## config.mk

```make
export PLATFORM = sky130hd
export DESIGN_NAME = l2_train_sequencer
export DESIGN_NICKNAME = d
export VERILOG_FILES = /design/src/rtl/l2_train_pkg.sv /design/src/rtl/l2_win_latch.sv /design/src/rtl/l2_train_sequencer.sv
export SDC_FILE = /design/constraint.sdc
export NUM_CORES = 1
export LEC_CHECK = 0
export ABC_AREA = 1
export BUFFER_PORTS_ARGS = -buffer_cell sky130_fd_sc_hd__buf_2
export CAP_MARGIN = 0
export CORE_ASPECT_RATIO = 1.5
export CORE_UTILIZATION = 55
export CTS_CLUSTER_DIAMETER = 120
export CTS_CLUSTER_SIZE = 30
export DETAILED_ROUTE_END_ITERATION = 8
export GPL_ROUTABILITY_DRIVEN = 0
export GPL_TIMING_DRIVEN = 0
export PLACE_DENSITY = 0.78
export SLEW_MARGIN = 10
export SYNTH_ARGS = -nofsm -noshare
export SYNTH_HDL_FRONTEND = slang
export SYNTH_SLANG_ARGS = --single-unit
```

## constraint.sdc

```tcl
create_clock -name i_clk -period 7.82 [get_ports i_clk]
set_input_delay 0 -clock i_clk [delete_from_list [all_inputs] [get_ports i_clk]]
set_output_delay 0 -clock i_clk [all_outputs]
set_load 0.02 [all_outputs]
```

## src/rtl/l2_train_pkg.sv

```systemverilog
`default_nettype none
// ============================================================================
// Module   : l2_train_pkg
// Brief    : Shared types, window defaults and label decode for the L2 trainer
// Revision : 1.0
// ============================================================================
package l2_train_pkg;

    typedef enum logic [2:0] {
        ST_IDLE    = 3'd0,
        ST_ARMED   = 3'd1,
        ST_COLLECT = 3'd2,
        ST_UPDATE  = 3'd3,
        ST_HOLD    = 3'd4,
        ST_CLEAR   = 3'd5,
        ST_DONE    = 3'd6
    } state_t;

    localparam int c_UPDATE_CLK = 11;
    localparam int c_WAIT_CLKS  = 12;

    // Decode width ceiling; label vectors are zero-extended to this size
    localparam int c_MAX_N = 64;
    localparam int c_IDX_W = 7;

    typedef struct packed {
        logic               valid;
        logic [c_IDX_W-1:0] idx;
    } onehot_t;

    function automatic onehot_t onehot_to_idx(input logic [c_MAX_N-1:0] vec);
        onehot_t     res;
        int unsigned cnt;
        res = '0;
        cnt = 0;
        for (int i = 0; i < c_MAX_N; i++) begin
            if (vec[i]) begin
                cnt++;
                res.idx = c_IDX_W'(i + 1);
            end
        end
        res.valid = (cnt == 1);
        return res;
    endfunction

endpackage
`default_nettype wire

```

## src/rtl/l2_win_latch.sv

```systemverilog
`default_nettype none
// ============================================================================
// Module   : l2_win_latch
// Brief    : Winner OR-latch and first-nonzero label latch with sync clear
// Revision : 1.0
// ============================================================================
module l2_win_latch #(
    parameter int P_N = 10
) (
    input  logic           i_clk,
    input  logic           i_rst,
    input  logic           i_clear,
    input  logic           i_capture,
    input  logic [P_N-1:0] i_spike,
    input  logic [P_N-1:0] i_label,
    output logic [P_N-1:0] o_winner_nxt,
    output logic [P_N-1:0] o_label_nxt
);

    logic [P_N-1:0] r_winner;
    logic [P_N-1:0] r_label;

    // Next values are exported so the sequencer can decide in the last collect cycle
    always_comb begin
        o_winner_nxt = r_winner;
        o_label_nxt  = r_label;
        if (i_capture) begin
            o_winner_nxt = r_winner | i_spike;
            if (r_label == '0) begin
                o_label_nxt = i_label;
            end
        end
    end

    always_ff @(posedge i_clk) begin
        if (i_rst || i_clear) begin
            r_winner <= '0;
            r_label  <= '0;
        end else begin
            r_winner <= o_winner_nxt;
            r_label  <= o_label_nxt;
        end
    end

endmodule
`default_nettype wire

```

## src/rtl/l2_train_sequencer.sv

```systemverilog
`default_nettype none
// ============================================================================
// Module   : l2_train_sequencer
// Brief    : Per-sample window sequencer issuing L2 reward/punish updates
// Revision : 1.0
// ============================================================================
module l2_train_sequencer
    import l2_train_pkg::*;
#(
    parameter int P_N          = 10,
    parameter int P_S          = 5,
    parameter int P_UPDATE_CLK = c_UPDATE_CLK,
    parameter int P_WAIT_CLKS  = c_WAIT_CLKS,
    parameter int P_SAMPLES    = 1000,
    parameter int P_EPOCHS     = 8,
    localparam int c_UIDX_W    = $clog2(P_N + 1),
    localparam int c_SAMP_W    = (P_SAMPLES > 1) ? $clog2(P_SAMPLES) : 1,
    localparam int c_EPOCH_W   = (P_EPOCHS > 1) ? $clog2(P_EPOCHS) : 1
) (
    input  logic                 i_clk,
    input  logic                 i_rst,
    input  logic                 i_start,
    input  logic [P_S-1:0]       i_syncout,
    input  logic [P_N-1:0]       i_lv2_spikeout,
    input  logic [P_N-1:0]       i_label,
    output logic                 o_busy,
    output logic                 o_update_en,
    output logic                 o_update_reward,
    output logic [c_UIDX_W-1:0]  o_update_idx,
    output logic                 o_ts_capture,
    output logic                 o_clear,
    output logic                 o_endof_epochs,
    output logic [c_SAMP_W-1:0]  o_sample_cnt,
    output logic [c_EPOCH_W-1:0] o_epoch_cnt,
    output logic                 o_label_err
);

    localparam int c_WCNT_W = $clog2(P_WAIT_CLKS + 1);

    state_t               r_state;
    logic [c_WCNT_W-1:0]  r_wcnt;
    logic [c_SAMP_W-1:0]  r_sample;
    logic [c_EPOCH_W-1:0] r_epoch;

    logic                 w_sync;
    logic                 w_capture;
    logic [c_WCNT_W-1:0]  w_wcnt_inc;
    logic [P_N-1:0]       w_winner_nxt;
    logic [P_N-1:0]       w_label_nxt;
    onehot_t              w_oh;

    assign w_sync       = |i_syncout;
    assign w_capture    = ((r_state == ST_ARMED) && w_sync) || (r_state == ST_COLLECT);
    assign w_wcnt_inc   = r_wcnt + c_WCNT_W'(1);
    assign w_oh         = onehot_to_idx(c_MAX_N'(w_label_nxt));
    assign o_sample_cnt = r_sample;
    assign o_epoch_cnt  = r_epoch;

    l2_win_latch #(
        .P_N (P_N)
    ) u_latch (
        .i_clk        (i_clk),
        .i_rst        (i_rst),
        .i_clear      (r_state == ST_CLEAR),
        .i_capture    (w_capture),
        .i_spike      (i_lv2_spikeout),
        .i_label      (i_label),
        .o_winner_nxt (w_winner_nxt),
        .o_label_nxt  (w_label_nxt)
    );

    always_ff @(posedge i_clk) begin
        if (i_rst) begin
            r_state         <= ST_IDLE;
            r_wcnt          <= '0;
            r_sample        <= '0;
            r_epoch         <= '0;
            o_busy          <= 1'b0;
            o_update_en     <= 1'b0;
            o_update_reward <= 1'b0;
            o_update_idx    <= '0;
            o_ts_capture    <= 1'b0;
            o_clear         <= 1'b0;
            o_endof_epochs  <= 1'b0;
            o_label_err     <= 1'b0;
        end else begin
            o_update_en     <= 1'b0;
            o_update_reward <= 1'b0;
            o_update_idx    <= '0;
            o_ts_capture    <= 1'b0;
            o_clear         <= 1'b0;
            case (r_state)
                ST_IDLE, ST_DONE: begin
                    if (i_start) begin
                        r_state        <= ST_ARMED;
                        r_sample       <= '0;
                        r_epoch        <= '0;
                        o_busy         <= 1'b1;
                        o_endof_epochs <= 1'b0;
                        o_label_err    <= 1'b0;
                    end
                end
                ST_ARMED: begin
                    if (w_sync) begin
                        r_state      <= ST_COLLECT;
                        r_wcnt       <= '0;
                        o_ts_capture <= 1'b1;
                    end
                end
                ST_COLLECT: begin
                    r_wcnt <= w_wcnt_inc;
                    if (w_wcnt_inc == c_WCNT_W'(P_UPDATE_CLK)) begin
                        r_state <= ST_UPDATE;
                        // Decision uses the latch contents including this final collect cycle
                        if (w_label_nxt != '0) begin
                            if (w_oh.valid) begin
                                o_update_en     <= 1'b1;
                                o_update_idx    <= c_UIDX_W'(w_oh.idx);
                                o_update_reward <= (w_winner_nxt == w_label_nxt);
                            end else begin
                                o_label_err <= 1'b1;
                            end
                        end
                    end
                end
                ST_UPDATE, ST_HOLD: begin
                    r_wcnt <= w_wcnt_inc;
                    if (w_wcnt_inc == c_WCNT_W'(P_WAIT_CLKS)) begin
                        r_state <= ST_CLEAR;
                        o_clear <= 1'b1;
                    end else begin
                        r_state <= ST_HOLD;
                    end
                end
                ST_CLEAR: begin
                    r_state <= ST_ARMED;
                    if (r_sample == c_SAMP_W'(P_SAMPLES - 1)) begin
                        r_sample <= '0;
                        if (r_epoch == c_EPOCH_W'(P_EPOCHS - 1)) begin
                            r_state        <= ST_DONE;
                            o_busy         <= 1'b0;
                            o_endof_epochs <= 1'b1;
                        end else begin
                            r_epoch <= r_epoch + c_EPOCH_W'(1);
                        end
                    end else begin
                        r_sample <= r_sample + c_SAMP_W'(1);
                    end
                end
                default: begin
                    r_state <= ST_IDLE;
                    o_busy  <= 1'b0;
                end
            endcase
        end
    end

endmodule
`default_nettype wire

```

==> results of run 1 <==
==> cells in the mapped netlist (2+ instances only) <==
cell type / n
sky130_fd_sc_hd__nand2_2: 19
sky130_fd_sc_hd__dfxtp_1: 51
sky130_fd_sc_hd__nor3_2: 2
sky130_fd_sc_hd__inv_2: 6
sky130_fd_sc_hd__xnor2_1: 3
sky130_fd_sc_hd__xor2_1: 4
sky130_fd_sc_hd__a221oi_1: 2
sky130_fd_sc_hd__nor2_4: 2
sky130_fd_sc_hd__nand3_1: 44
sky130_fd_sc_hd__ha_1: 12
sky130_fd_sc_hd__nand2_1: 103
sky130_fd_sc_hd__clkbuf_1: 5
sky130_fd_sc_hd__a31oi_1: 2
sky130_fd_sc_hd__nor3_1: 6
sky130_fd_sc_hd__o22ai_1: 2
sky130_fd_sc_hd__a211oi_1: 2
sky130_fd_sc_hd__inv_1: 64
sky130_fd_sc_hd__nand4_1: 8
sky130_fd_sc_hd__a21oi_2: 3
sky130_fd_sc_hd__a21oi_1: 42
sky130_fd_sc_hd__nor2_1: 62
sky130_fd_sc_hd__nand2_4: 5
sky130_fd_sc_hd__nand3_2: 6
sky130_fd_sc_hd__o21ai_0: 14
sky130_fd_sc_hd__or2_2: 5
==> flip-flops by register name (all words and copies together) (netlist names), 3 cells and up <==
signal	count
o_sample_cnt	10
r_wcnt	4
r_state	3
o_epoch_cnt	3
u_latch.r_winner	10
u_latch.r_label	10
o_update_idx	4
==> area by class of cell <==
cell class                 instances  area (um^2)  area share [%]
buffer                             7        37.54          0.9687
clock buffer                       5        68.82           1.776
clock inverter                     3        27.53          0.7104
inverter                          73        284.0           7.330
multi-input combinational        364         1991           51.37
sequential                        51         1021           26.35
tap                               72        90.09           2.325
timing repair buffer              61        355.3           9.170
==> power breakdown <==
part / switching (W) / internal, W / total, W
clock network: 0.0000960 / 0.0000659 / 0.000162
logic: 0.000902 / 0.000441 / 0.00134
registers: 0.0000254 / 0.000311 / 0.000336
==> per-stage QoR <==
stage	setup WS (ns)	hold slack (ns)	instances
3_3_place_gp	1.790	0.2763	618
2_1_floorplan	2.145	0.1650	495
6_report	1.676	0.006250	636
4_1_cts	1.650	0.008882	636
3_5_place_dp	1.675	0.2785	618
5_1_grt	1.189	0.01991	636
==> worst reg2reg max path, delay by kind of cell, from the launching register on <==
kind | cells | cell delay (ns)
AOI/OAI and AO/OA | 2 | 0.24
buffers and inverters | 6 | 0.44
DFF | 1 | 0.31
adders and majority gates | 7 | 1.87
and+or+nand+nor | 25 | 3.15
==> logic make-up after synthesis <==
group | share of synthesized area, %
AOI/OAI and AO/OA | 13.21
xor gates and xnor gates | 1.839
adders and majority gates | 4.504
buffers and inverters | 9.647
DFF | 30.63
and+or+nand+nor | 40.17
==> final timing paths <==
path                            slack [ns]  cells after the start           startpoint             endpoint
worst max-delay path                  1.68                     40           r_state[1]          o_label_err
worst max register to register        1.68                     40           r_state[1]          o_label_err
worst min-delay path                 0.006                      3           i_label[5]   u_latch.r_label[5]
worst min register to register        0.47                      2  u_latch.r_winner[0]  u_latch.r_winner[0]
==> routing by layer <==
layer | global-route usage, % | vias to the layer above | wire, um
li1 | - | 1738 | -
met4 | 13.55 | 0 | 322
met3 | 3.638 | 21 | 241
met5 | 0 | - | 0
met2 | 50.20 | 86 | 4266
met1 | 26.57 | 1528 | 3275
==> impl_summary.txt, run 1 <==
----------------------------------------------------
[Clock network]
  Clock-pin slew on the worst setup and hold paths ... approximately 0.1 ns
  # H-tree levels ... 2
  Post-CTS Hold Fix Bufs ... 10
  CTS Buf Count ... 5
  Number of gates given a new drive strength after cts ... 0
  Clock sink count ... just over 50
  Worst-skew pair later-pin latency ... approximately 0.31 ns
  Bufs on Longest Clock Path ... 2
  Root Buffer Master ... sky130_fd_sc_hd__clkbuf_8
  Post-CTS setup buffers ... 0
  Clock tree from TritonCTS ... built

[Synth]
  Gate count after technology mapping ... 495
  Post-synth top area share ... 30.63%
  Mean instance size in the synthesized netlist ... 6.734 um^2
  Warnings from Yosys ... 0
  Primary FF master, synth ... sky130_fd_sc_hd__dfxtp_1
  Synthesized netlist net count ... 535
  Yosys reg bits ... slightly above 50
  Largest cells by area after synthesis ... sky130_fd_sc_hd__dfxtp_1 (31%), sky130_fd_sc_hd__nand2_1 (12%), sky130_fd_sc_hd__inv_1 (7.2%)
  Cell accounting for the most synthesized area ... sky130_fd_sc_hd__dfxtp_1
  Number of distinct library cells after synthesis ... 46
  Portion of the post-synthesis area used by sequential elements ... about 30%
  Number of synthesized flops with an enable pin ... 0
  Synth Cell Area ... 3333 um^2
  Proportion of synthesized flip-flops having asynchronous set or reset ... 0%

[Cells and area]
  Leading cell type in the layout, fill and taps excluded ... sky130_fd_sc_hd__nand2_1
  Final-stage net count ... 603
  Utilization of the core after routing ... about two thirds
  Proportion of layout cells with a drive suffix above 1 ... a little over a fifth
  Total inserted antenna cells ... 0
  Final Instance Area ... between 3000 and 4000 um^2
  Most frequent cells in the layout ... sky130_fd_sc_hd__nand2_1 (103), sky130_fd_sc_hd__inv_1 (64), sky130_fd_sc_hd__nor2_1 (62)
  Synthesis-to-finish area growth ... 16.25%
  Filler cells ... approximately 550

[Route]
  Detail Route Antenna Nets ... 0
  Routed wire length ... around 8 mm
  Post-detailed-route wirelength per cell ... around 13 um
  Post-route DRC violation count ... 0
  Routed via count divided by cell count ... roughly 5.3
  Number of vias after detailed routing ... ~3400
  1st-pass router iterations ... 4
  Drt initial violations ... approximately 120

[Die]
  Top-level port count ... 52
  Standard-cell row count ... 34
  Initial core utilization ... about 57%
  Die ar. ... 6382 um^2
  Area of the core region ... just under 6000 um^2
  Horizontal die dimension ... about 66 um
  Chip height ... ~97 um

[Timing]
  Relative max-transition margin ... a little under three fifths
  Number of failing hold endpoints at the final stage ... 0
  Final Max Slew Viols ... 0
  Slew at the pin closest to its max-slew limit ... 0.6614 ns
  Share of the clock period used by the worst path ... 78.56%
  Total Negative Setup Slacks ... 0 ns
  FMAX ... between 0.15 and 0.2 GHz
  Unrepaired setup endpoints after global routing ... no
  Min cycle time layout ... 6.144 ns
  Setup skew after layout ... ~0.014 ns
  Setup-violating endpoint count in the final report ... 0

[Worst setup path]
  Endpoint type of the worst setup path ... register
  Buffers and inverters on the worst path ... 6
  CP arrival ... between 6 and 7 ns
  Critical Path Fanout Max ... 8
  Family with the most delay on the worst path ... simple AND/OR/NAND/NOR gates
  Master of the slowest instance on the critical path ... sky130_fd_sc_hd__dfxtp_1
  Crit Path Category ... register to register
  Cell repeated most along the worst path ... sky130_fd_sc_hd__nand2_1
  Required time of the worst setup path ... around 8 ns
  Maximum single-stage delay on the critical path ... roughly 0.31 ns
  Element type at the critical path start ... register

[GRT]
  Global route overflow ... 0
  Number of antenna violations at the first check in global routing ... 0
  Global-route wire length before repair ... about 13 mm
  Largest net degree at the start of global routing ... 19
  Via count of the first global-routing pass ... between 3000 and 4000
  Total GRT Usage ... 26.45%

[Placed design]
  Cell Area, Placed ... around 3700 um^2
  Hpwl dp ... roughly 6.3 mm
  IO buf count ... between 50 and 60

[Pwr]
  Power density over the cells ... 475.2 nW/um^2
  Power, Total ... 0.001842 W
  LEAKAGE ... 1.909 nW
  Max VDD drop ... ~280 uV

[Status]
  Status ... complete, no violations

[Run]
  # Max-Cap Violations ... 0

[Hold path]
  Worst Hold Class ... input port to register

----------------------------------------------------
(Power assumes the default switching activity.)
==> inputs of run 2 (changes only) <==
==> constraint.sdc (replaced) <==
create_clock -name i_clk -period 6.4 [get_ports i_clk]
set_input_delay 0 -clock i_clk [delete_from_list [all_inputs] [get_ports i_clk]]
set_output_delay 0 -clock i_clk [all_outputs]
set_load 0.02 [all_outputs]
==> impl_summary.txt, run 2 (synthesis results as in run 1) <==
----------------------------------------------------
[Clock network]
  Clock tree from TritonCTS ... built
  Worst-skew pair later-pin latency ... 0.31 ns
  # H-tree levels ... 2
  Clock-pin slew on the worst setup and hold paths ... ~0.11 ns
  Clock sink count ... 51
  CTS Buf Count ... 5
  Bufs on Longest Clock Path ... 2
  Root Buffer Master ... sky130_fd_sc_hd__clkbuf_8

[Cells and area]
  Filler cells ... 521
  Leading cell type in the layout, fill and taps excluded ... sky130_fd_sc_hd__nand2_1
  Combined area of the multi-input logic cells ... approximately 2100 um^2
  Proportion of layout cells with a drive suffix above 1 ... between 20% and 30%
  Total inserted antenna cells ... 0
  Synthesis-to-finish area growth ... 20.95%
  Most frequent cells in the layout ... sky130_fd_sc_hd__nand2_1 (97), sky130_fd_sc_hd__inv_1 (63), sky130_fd_sc_hd__nor2_1 (62)
  Utilization of the core after routing ... between 60% and 70%
  Storage element area ... between 1000 and 1500 um^2
  Final-stage net count ... around 610

[Worst setup path]
  Required time of the worst setup path ... about 6.6 ns
  CP arrival ... 6.29 ns
  Critical Path Start ... r_state[1]
  Critical Path Fanout Max ... 8
  Capture point of the worst path ... o_update_reward
  Element type at the critical path start ... register
  Worst Reg2Reg Path Length in Cells ... 39
  Master of the slowest instance on the critical path ... sky130_fd_sc_hd__dfxtp_2
  Maximum single-stage delay on the critical path ... around 0.34 ns
  Destination of the worst register-to-register timing path ... o_update_reward
  Slack of the worst reg-to-reg path ... between 0.3 and 0.4 ns
  Cell repeated most along the worst path ... sky130_fd_sc_hd__nand2_2
  Endpoint type of the worst setup path ... register
  Worst r2r src ... r_state[1]
  Crit Path Category ... register to register

[Route]
  Routed via count divided by cell count ... about 5.3
  Detail Route Antenna Nets ... 0
  Drt initial violations ... between 150 and 200
  Post-detailed-route wirelength per cell ... roughly 13 um
  Number of vias after detailed routing ... ~3400
  Routed wire length ... between 8 and 9 mm
  Post-route DRC violation count ... 0
  1st-pass router iterations ... 4

[Pwr]
  Internal power ... 0.001099 W
  LEAKAGE ... between 1.5 and 2 nW
  Power density over the cells ... between 600 and 700 nW/um^2
  Max VDD drop ... 344.1 uV
  Power, Total ... 0.002440 W
  Portion of total power attributed to the clock network ... 8.2%
  Switching share of power ... 54.96%
  Sequential power share ... between 10% and 20%
  Psw ... 0.001341 W
  Gate power share ... between 70% and 80%

[Timing]
  Share of the clock period used by the worst path ... about 94%
  Min cycle time layout ... about 6.0 ns
  Relative max-transition margin ... 56.24%
  Number of failing hold endpoints at the final stage ... 0
  Setup skew after layout ... 0.01320 ns
  FMAX ... approximately 0.17 GHz
  Setup-violating endpoint count in the final report ... 0
  Final Max Slew Viols ... 0
  Slew at the pin closest to its max-slew limit ... 0.6528 ns

[Run]
  # Max-Cap Violations ... 0

[Status]
  Status ... complete, no violations

[GRT]
  Total GRT Usage ... 26.45%
  Global route overflow ... 0
  Via count of the first global-routing pass ... 3227
  Largest net degree at the start of global routing ... 19
  Number of antenna violations at the first check in global routing ... 0
  Global-route wire length before repair ... roughly 13 mm

[Die]
  Horizontal die dimension ... around 66 um
  Die ar. ... 6382 um^2
  Top-level port count ... 52
  Standard-cell row count ... 34
  Initial core utilization ... 57.19%
  Area of the core region ... slightly below 6000 um^2
  Chip height ... between 90 and 100 um

[Hold path]
  Worst Hold Class ... input port to register

[Placed design]
  Hpwl dp ... 6.275 mm
  IO buf count ... just over 50

----------------------------------------------------
[run 2: changes by cell type in the layout (fill, tap and decap cells not counted), sizes merged]
cell and delta:
clkinv +1, inv -1, buf +10
[run 2: metrics by stage]
step | setup slack [ns] | instances | setup TNS, ns | hold WS, ns | instance area (um^2)
finish | 0.3528 | 646 | 0 | 0.009755 | 4031
global placement | 0.3698 | 618 | 0 | 0.2763 | 3679
detailed placement | 0.2547 | 618 | 0 | 0.2785 | 3679
global route | -0.05549 | 646 | -0.05549 | 0.02567 | 4031
CTS | 0.2305 | 636 | 0 | 0.008882 | 3875
floorplan | 0.7246 | 495 | 0 | 0.1650 | 3333
[run 2: how the worst min path moves through the flow]
stage	startpoint	endpoint	slack, ns	depth (start not counted)
floorplan	i_lv2_spikeout[3]	u_latch.r_winner[3]	0.16	2
global placement	i_lv2_spikeout[0]	u_latch.r_winner[0]	0.28	3
detailed placement	i_lv2_spikeout[1]	u_latch.r_winner[1]	0.28	3
CTS	i_label[5]	u_latch.r_label[5]	0.009	3
global route	i_label[5]	u_latch.r_label[5]	0.03	3
finish	i_label[5]	u_latch.r_label[5]	0.01	3
[run 2: power groups by stage]
stage               sequential (W)  combinational [W]  clock (W)
detailed placement        0.000418            0.00163          0
global placement          0.000415            0.00157          0
finish                    0.000414            0.00183   0.000201
floorplan                 0.000422            0.00131          0
global route              0.000421            0.00208   0.000215
CTS                       0.000410            0.00164   0.000203
[run 2: routing by layer]
| metal | up-vias | share of wire (%) | track usage [%] | wire length, um |
|---|---|---|---|---|
| li1 | 1753 | - | - | - |
| met1 | 1562 | 41 | 26.57 | 3403 |
| met2 | 71 | 54 | 50.20 | 4517 |
| met3 | 19 | 2.5 | 3.638 | 208 |
| met4 | 0 | 3.1 | 13.55 | 259 |
| met5 | - | 0 | 0 | 0 |
[run 2: final cells by class]
cell class                      count  share of cell area, %
Buffer                              7                  1.024
Clock buffer                        5                  1.707
Clock inverter                      3                 0.6828
Inverter                           73                  7.169
Multi-Input combinational cell    364                  51.09
Sequential cell                    51                  25.42
Tap cell                           72                  2.235
Timing Repair Buffer               71                  10.68
[run 2: timing repair]
action                     CTS  global route
hold endpoints to repair    10             0
setup endpoints to repair    0             7
hold buffers                10             0
buffers inserted             0            10
resized for setup            0            21
[run 2: worst max-delay path: cells and delay by family, from the launching register on]
kind / cells / cell delay [ns]
flops: 1 / 0.34
fa+ha+maj: 7 / 1.78
compound gates: 1 / 0.16
simple gates: 25 / 3.23
buf+inv: 6 / 0.44
==> inputs of run 3 (changes only) <==
--- a/config.mk
+++ b/config.mk
@@ -10,6 +10,7 @@
 export CAP_MARGIN = 0
 export CORE_ASPECT_RATIO = 1.5
 export CORE_UTILIZATION = 55
+export CTS_BUF_LIST = sky130_fd_sc_hd__clkbuf_16
 export CTS_CLUSTER_DIAMETER = 120
 export CTS_CLUSTER_SIZE = 30
 export DETAILED_ROUTE_END_ITERATION = 8
==> constraint.sdc (replaced) <==
create_clock -name i_clk -period 6.4 [get_ports i_clk]
set_input_delay 0.64 -clock i_clk [delete_from_list [all_inputs] [get_ports i_clk]]
set_output_delay 0.64 -clock i_clk [all_outputs]
set_load 0.02 [all_outputs]
==> impl_summary.txt, run 3 (synthesis results as in run 1) <==
----------------------------------------------------
[Route]
  Post-detailed-route wirelength per cell ... approximately 13 um
  Post-route DRC violation count ... 0
  Detail Route Antenna Nets ... 0
  Routed via count divided by cell count ... 5.316
  1st-pass router iterations ... 5
  Routed wire length ... between 8 and 9 mm
  Drt initial violations ... around 160
  Number of vias after detailed routing ... approximately 3400

[Clock network]
  Bufs on Longest Clock Path ... 2
  # H-tree levels ... 2
  CTS Buf Count ... 5
  Clock-pin slew on the worst setup and hold paths ... 0.07 ns
  Clock sink count ... slightly above 50
  Clock tree from TritonCTS ... built
  Worst-skew pair later-pin latency ... about 0.30 ns
  Root Buffer Master ... sky130_fd_sc_hd__clkbuf_16

[Worst setup path]
  Required time of the worst setup path ... 6.56 ns
  Maximum single-stage delay on the critical path ... ~0.30 ns
  Worst r2r src ... r_state[2]
  Element type at the critical path start ... input port
  Slack of the worst reg-to-reg path ... a little under 0.4 ns
  Endpoint type of the worst setup path ... register
  Critical Path Fanout Max ... 8
  Worst Reg2Reg Path Length in Cells ... 40
  Destination of the worst register-to-register timing path ... o_label_err
  CP arrival ... 6.20 ns
  Crit Path Category ... input port to register
  Master of the slowest instance on the critical path ... sky130_fd_sc_hd__or2_2

[Pwr]
  Sequential power share ... approximately 17%
  Portion of total power attributed to the clock network ... between 10 and 15%
  Psw ... roughly 0.0013 W
  Switching share of power ... between 50% and 60%
  Power, Total ... approximately 0.0025 W
  Max VDD drop ... about 350 uV
  Internal power ... 0.001144 W
  Gate power share ... 72.2%
  Power density over the cells ... 627.8 nW/um^2
  LEAKAGE ... just under 2 nW

[Die]
  Initial core utilization ... a little under three fifths
  Chip height ... a little under 100 um
  Top-level port count ... 52
  Die ar. ... 6382 um^2
  Area of the core region ... between 5000 and 6000 um^2
  Standard-cell row count ... 34
  Horizontal die dimension ... 65.56 um

[Timing]
  Share of the clock period used by the worst path ... a little over nine tenths
  Total Negative Setup Slacks ... 0 ns
  Setup slack after layout ... around 0.36 ns
  Slew at the pin closest to its max-slew limit ... about 0.66 ns
  Min cycle time layout ... 6.044 ns
  Setup-violating endpoint count in the final report ... 0
  Number of failing hold endpoints at the final stage ... 0
  FMAX ... roughly 0.17 GHz
  Final Max Slew Viols ... 0
  Setup skew after layout ... slightly below 0.007 ns
  Relative max-transition margin ... a little under three fifths

[Hold path]
  Worst hold path startpoint ... u_latch.r_winner[3]
  Sink of the worst hold path ... u_latch.r_winner[3]
  Worst Hold Class ... register to register
  Number of cells on the worst hold path ... 2

[Placed design]
  IO buf count ... 51
  Hpwl dp ... around 6.3 mm
  Cell Area, Placed ... roughly 3700 um^2
  Post-place setup slack ... -0.1148 ns

[GRT]
  Global route overflow ... 0
  Largest net degree at the start of global routing ... 19
  Via count of the first global-routing pass ... 3218
  Total GRT Usage ... 26.43%
  Number of antenna violations at the first check in global routing ... 0
  Global-route wire length before repair ... approximately 13 mm

[Cells and area]
  Proportion of layout cells with a drive suffix above 1 ... between 20% and 30%
  Most frequent cells in the layout ... sky130_fd_sc_hd__nand2_1 (98), sky130_fd_sc_hd__inv_1 (63), sky130_fd_sc_hd__nor2_1 (61)
  Filler cells ... 530
  Utilization of the core after routing ... 67.54%
  Final-stage net count ... 600
  Total inserted antenna cells ... 0
  Combined area of the multi-input logic cells ... between 2000 and 2500 um^2
  Storage element area ... 1021 um^2
  Final Instance Area ... ~3900 um^2
  Synthesis-to-finish area growth ... 18.09%
  Leading cell type in the layout, fill and taps excluded ... sky130_fd_sc_hd__nand2_1

[Status]
  Status ... complete, no violations

[Run]
  # Max-Cap Violations ... 0

----------------------------------------------------
## run 3: power groups by stage
stage / Combinational, W / Sequential (W) / Clock (W)
floorplan: 0.00131 / 0.000422 / 0
finish: 0.00178 / 0.000411 / 0.000277
CTS: 0.00164 / 0.000410 / 0.000279
global placement: 0.00157 / 0.000415 / 0
detailed placement: 0.00163 / 0.000418 / 0
global route: 0.00204 / 0.000418 / 0.000292
## run 3: cell type report
class	count	share of cell area [%]
multi-input combinational	364	51.91
sequential	51	25.94
timing repair buffer	58	7.819
inverter	73	7.215
clock buffer	5	3.179
tap	72	2.289
buffer	7	0.9536
clock inverter	3	0.6993
## run 3: worst max path at each step
stage                 startpoint           to  cells past startpoint
floorplan           i_syncout[4]  o_label_err                     37
global placement    i_syncout[4]  o_label_err                     38
detailed placement  i_syncout[3]  o_label_err                     38
CTS                 i_syncout[3]  o_label_err                     40
global route        i_syncout[4]  o_label_err                     40
finish              i_syncout[4]  o_label_err                     40
## run 3: per-stage QoR
stage                     hold slack [ns]  instances
after floorplan                    0.4310        495
after CTS                          0.4709        626
after global placement             0.4457        618
final                              0.4655        633
after global routing               0.4960        633
after detailed placement           0.4543        618
## run 3: metal layers
layer / vias up / track usage, % / share of wire (%)
met2: 84 / 49.48 / 54
met5: - / 0 / 0
met1: 1540 / 26.57 / 39
met4: 0 / 13.88 / 2.8
li1: 1725 / - / -
met3: 16 / 4.343 / 4.1
## run 3: worst max-delay path, delay by kind of cell
family | cells | cell delay, ns
AOI/OAI and AO/OA | 2 | 0.25
and+or+nand+nor | 26 | 3.22
buffers and inverters | 5 | 0.29
adders and majority gates | 7 | 1.82
## run 3: what timing repair did
action | CTS | global route
gates resized for setup | 0 | 12
buffers inserted | 0 | 7
setup endpoints to repair | 0 | 7
hold buffers | 0 | 0
